<file path="src/rtl/multiplier_pkg.sv">
// rtl/multiplier_pkg.sv - shared constants for the sequential shift-add multiplier
package multiplier_pkg;
    localparam int MUL_W     = 32;
    localparam int MUL_STEPS = 32;
    localparam int MUL_SW    = 6;

    // Counter value at which the product is complete and the counter saturates
    localparam logic [MUL_SW-1:0] MUL_DONE = 6'(MUL_STEPS);
    // Step in which the multiplier's sign bit is weighted negatively (signed mode)
    localparam logic [MUL_SW-1:0] MUL_LAST = 6'(MUL_STEPS - 1);
endpackage

</file>
<file path="src/rtl/multiplier_mul_step.sv">
// rtl/multiplier_mul_step.sv - one combinational shift-add partial-product step
module mul_step
    import multiplier_pkg::*;
(
    input  logic [2*MUL_W-1:0] w,
    input  logic [MUL_W-1:0]   y,
    input  logic               u,
    input  logic               last,
    output logic [2*MUL_W-1:0] p_next
);
    logic           b;
    logic [MUL_W:0] hx;
    logic [MUL_W:0] yx;
    logic [MUL_W:0] s;

    // Extend the high half and the multiplier to 33 bits, then add or subtract.
    // The final signed step subtracts so bit 31 of x carries negative weight.
    always_comb begin
        b  = w[0];
        hx = u ? {1'b0, w[2*MUL_W-1:MUL_W]} : {w[2*MUL_W-1], w[2*MUL_W-1:MUL_W]};
        yx = u ? {1'b0, y} : {y[MUL_W-1], y};
        if (!u && b && last) begin
            s = hx - yx;
        end else begin
            s = hx + (b ? yx : '0);
        end
        p_next = {s, w[MUL_W-1:1]};
    end
endmodule

</file>
<file path="src/rtl/multiplier.sv">
// rtl/multiplier.sv - sequential 32x32->64 signed/unsigned multiplier with run/stall handshake
module multiplier
    import multiplier_pkg::*;
(
    input  logic               clk,
    input  logic               rst,
    input  logic               run,
    input  logic               u,
    input  logic [MUL_W-1:0]   x,
    input  logic [MUL_W-1:0]   y,
    output logic               stall,
    output logic [2*MUL_W-1:0] z
);
    logic [MUL_SW-1:0]  s_cnt;
    logic [2*MUL_W-1:0] p;
    logic [2*MUL_W-1:0] w;
    logic [2*MUL_W-1:0] p_next;
    logic               last;

    // First step takes the multiplicand directly, so a stale P never leaks into a new operation
    always_comb begin
        w     = (s_cnt == '0) ? {{MUL_W{1'b0}}, x} : p;
        last  = (s_cnt == MUL_LAST);
        stall = run && (s_cnt != MUL_DONE);
        z     = p;
    end

    mul_step u_step (
        .w      (w),
        .y      (y),
        .u      (u),
        .last   (last),
        .p_next (p_next)
    );

    // Step counter and product register; both freeze once the counter saturates
    always_ff @(posedge clk or negedge rst) begin
        if (!rst) begin
            s_cnt <= '0;
            p     <= '0;
        end else if (!run) begin
            s_cnt <= '0;
        end else if (s_cnt != MUL_DONE) begin
            s_cnt <= s_cnt + 1'b1;
            p     <= p_next;
        end
    end
endmodule

</file>
<file path="config.mk">
export PLATFORM = sky130hd
export DESIGN_NAME = multiplier
export DESIGN_NICKNAME = d
export VERILOG_FILES = /design/src/rtl/multiplier_pkg.sv /design/src/rtl/multiplier_mul_step.sv /design/src/rtl/multiplier.sv
export SDC_FILE = /design/constraint.sdc
export NUM_CORES = 1
export LEC_CHECK = 0
export ABC_AREA = 1
export CAP_MARGIN = 0
export CORE_AREA = 2 2 124 114
export CTS_CLUSTER_DIAMETER = 100
export DETAILED_ROUTE_END_ITERATION = 7
export DIE_AREA = 0 0 126 116
export GPL_TIMING_DRIVEN = 0
export MAX_ROUTING_LAYER = met4
export PLACE_DENSITY = 0.78
export SLEW_MARGIN = 20
export SYNTH_ARGS = -nofsm -noshare
export SYNTH_HDL_FRONTEND = slang
export SYNTH_SLANG_ARGS = --single-unit
</file>
<file path="constraint.sdc">
create_clock -name clk -period 4.15 [get_ports clk]
set_input_delay 0.83 -clock clk [delete_from_list [all_inputs] [get_ports clk]]
set_output_delay 0.83 -clock clk [all_outputs]
set_load 0.05 [all_outputs]
</file>
==> results.txt <==
----------------------------------------------------
[Detailed routing]
  Post-route DRC violation count ... 0
  Drt first pass iters ... 5
  Number of routed nets with antenna violations ... 0
  Total number of vias ... 7,254
  Avg Vias per Cell ... 5.50
  Total length of routed wires ... 21,000 um
  WL/cell ... 15.9 um
  Number of DRC markers in iteration 0 ... 555

[Placement]
  Final HPWL from detailed placement ... 15,900 um
  Weighted congestion at the end of routability-driven global placement ... 0.978
  Buffers added on ports ... 132
  Number of cells in the design after placement ... 1,279

[Clock network]
  CTS tree ... built
  Clock net sink count ... 70
  Number of CTS-inserted buffers ... 9
  Clock Tree Buf Depth ... 2
  Total number of H-tree levels ... 3
  Clock latency of the later-clocked register in the worst-skew pair ... 0.34 ns
  Hold Buf Count CTS ... 0
  Clock input transition at the sequential cells of the worst setup and hold paths ... 0.06 ns
  Clock root buffer master ... clkbuf_16

[Global routing]
  Number of antenna violations at the first check in global routing ... 0
  GRT Overall Usage ... 28.5%
  Overflow after GRT ... 0
  Largest net degree at the start of global routing ... 37
  Number of global-route vias before repair ... 6,717
  Wire length of the first global-routing pass ... 32,700 um

[STA]
  Worst-margin pin slew ... 0.672 ns
  Post-route minimum period ... 4.06 ns
  Max Clock Freq ... 246 MHz
  Unrepaired setup endpoints after global routing ... true
  Hold Fails Final Rpt ... 0
  Number of max-slew violations in the final report ... 0
  Fin Setup TNS ... 0 ns
  Setup violations, final ... 0
  Slew margin rel. ... 55.2%
  Final clock skew ... 0.00752 ns
  Share of the clock period used by the worst path after layout ... 97.9%

[Logic synthesis]
  Synthesized flop and latch total ... 70
  Share of synthesized flip-flops with an asynchronous set or reset ... 100%
  Yosys cell types ... 40
  Top flip-flop cell by instance count after synthesis ... dfrtp_1
  Count of flip-flops with a built-in enable after synthesis ... 0
  Count of synthesis-stage warnings from yosys ... 0
  Synth top area cells ... dfrtp_1 (28%), nand2_1 (14%), a21oi_1 (8.0%), inv_1 (7.5%), nor2_1 (7.0%)
  Most used standard cell by instance count after synthesis ... nand2_1
  Synth cell count leaders ... nand2_1 (237), inv_1 (125), nor2_1 (118)
  Post-synth top area cell ... dfrtp_1
  Net Count, Synth ... 1,082
  Total standard cell area after synthesis ... 6290 um2
  Mean area per synthesized cell ... 6.43 um2
  Fraction of the yosys area taken by sequential cells ... 27.9%
  Number of instances in the synthesized netlist ... 978
  Share of the synthesized area in the top cell type ... 27.9%

[Power]
  Leakage power ... 4.35 nW
  Total power density per cell area ... 583 nW/um2
  Maximum VDD drop ... 0.429 mV

[Critical path]
  Cell count of the worst reg-to-reg path ... 25
  Highest fanout seen on the critical path ... 10
  Worst r2r src ... s_cnt[1]$_DFFE_PN0P_
  Crit path max-delay cell type ... nor3_1
  Crit path required time ... 4.38 ns
  Type of origin of the critical path ... input port
  Max incr delay on CP ... 0.55 ns
  Worst path most repeated cell ... nand2_1
  Nature of the critical path endpoint ... register
  Worst setup path category ... input port to register
  Capture point of the worst reg-to-reg path ... z[57]$_DFFE_PN0P_
  Cell breakdown of the critical path ... clkdlybuf4s50_1, nor3_1, nand2_4, buf_6, buf_4, mux2i_4, fa_2, nand3_1, nand2_1, nand2_1, nand2_1, nand3_1, nand2_1, nand2_1, nand2_2, nand2_1, nand2_1, inv_1, nand2_1, nand3_1, nand2_1
  Worst-case register-to-register setup slack ... 0.10 ns
  Worst EP arrival ... 4.29 ns

[Floorplanning]
  Die width ... 126 um
  Row Count ... 40
  Floorplan die area ... 14,600 um2
  Vertical extent of the die ... 116 um
  Ports ... 133
  Core Area ... 13,200 um2
  Initial standard-cell utilization of the core ... 47.6%

[Cells and area]
  Nets@finish ... 1,251
  Synth-to-layout area growth ... 42.0%
  Number of standard cells in the layout, taps in and fillers out ... 1,320
  Fraction of layout instances using a drive strength above 1 ... 14.8%
  Number of filler instances in the final layout ... 1,196
  Antenna cell count ... 0

[Run status]
  Result of the run ... finished, final reports clean

[Job]
  Max-cap viol count ... 0

[Hold path]
  Hold WC Path Type ... input port to async pin

----------------------------------------------------
[power breakdown]
group          switching, mW  internal (mW)  total (mW)
Clock                  0.323          0.546       0.869
Sequential             0.188          0.889        1.08
Combinational           2.06           1.20        3.26
Total                   2.57           2.63        5.20
[how the worst max path moves through the flow]
stage / startpoint / end / slack, ns / depth (start not counted)
global placement: x[0] / z[56]$_DFFE_PN0P_ / -0.89 / 23
finish: u / z[63]$_DFFE_PN0P_ / 0.09 / 21
global route: u / z[63]$_DFFE_PN0P_ / -0.08 / 21
detailed placement: x[0] / z[56]$_DFFE_PN0P_ / -0.94 / 23
floorplan: s_cnt[0]$_DFFE_PN0P_ / z[48]$_DFFE_PN0P_ / 0.26 / 24
CTS: run / stall / 0.0002 / 6
[critical path: cells and delay by family]
family                   cells  cell delay, ns
AND/OR/NAND/NOR             15            1.88
buffers and inverters        4            0.92
adder cells (fa/ha/maj)      1            0.41
multiplexers                 1            0.22
[layout by cell type, fill, tap and decap left out, drive strengths merged]
master / synthesis / layout
nand4: 44 / 44
o21a: 4 / 4
xor2: 24 / 24
a22o: 1 / 1
xnor2: 17 / 17
inv: 126 / 128
clkinvlp: 0 / 3
or2: 10 / 10
nand3b: 5 / 5
a21o: 4 / 4
nand3: 43 / 43
dfrtp: 70 / 70
clkdlybuf4s50: 0 / 129
o221ai: 1 / 1
nand2: 237 / 237
o21bai: 4 / 4
buf: 11 / 38
a31oi: 8 / 8
o211ai: 1 / 1
nor3b: 1 / 1
mux2i: 1 / 1
bufinv: 0 / 2
nor2: 123 / 123
clkbuf: 26 / 36
o31ai: 1 / 1
and3: 1 / 1
a21boi: 4 / 4
dlymetal6s2s: 0 / 2
a21oi: 100 / 100
nor3: 14 / 14
fa: 1 / 1
a31o: 1 / 1
clkinv: 2 / 1
ha: 35 / 35
o21ai: 58 / 58
[timing repair]
item,CTS,global route
setup buffers,7,17
pin swaps,7,35
endpoints found under the setup margin,26,19
gates cloned,0,1
resized for setup,38,115
[registers in the layout (all words and copies together), names as in the netlist]
signal  count
s_cnt       6
z          64
[per-layer routing]
metal / vias up / track usage (%) / wire [um]
met2: 285 / 45.0 / 9690
li1: 3548 / - / -
met3: 48 / 4.16 / 1400
met1: 3373 / 37.9 / 9300
met5: - / - / 0
met4: 0 / 9.52 / 653
[cell type report]
cell class | instances | area (um2) | area share (%)
buffer | 37 | 181 | 2.03
timing repair buffer | 158 | 1530 | 17.1
clock inverter | 6 | 92.6 | 1.04
tap | 168 | 210 | 2.36
multi-input combinational | 743 | 4430 | 49.6
inverter | 128 | 489 | 5.48
sequential | 70 | 1750 | 19.6
clock buffer | 10 | 239 | 2.68
[metrics by stage]
step / utilization [%] / cell area [um2] / power, mW / setup slack (ns) / hold WS, ns
2_1_floorplan: - / 6290 / 3.01 / 0.261 / 0.510
3_3_place_gp: 59.2 / 7820 / 3.87 / -0.891 / 0.493
3_5_place_dp: 59.3 / 7840 / 3.90 / -0.939 / 0.491
5_1_grt: 67.5 / 8920 / 5.51 / -0.0825 / 0.474
4_1_cts: 63.3 / 8360 / 4.89 / 0.000226 / 0.459
6_report: 67.5 / 8920 / 5.20 / 0.0881 / 0.442
[cells by family after synthesis]
group / after synthesis / synth area share, %
fa+ha+maj: 36 / 7.28
compound gates: 187 / 15.9
simple gates: 478 / 32.9
xor+xnor: 41 / 5.71
buf+inv: 165 / 10.2
flops: 70 / 27.9
mux: 1 / 0.159
Note: power is estimated with default switching activity, not from simulation.
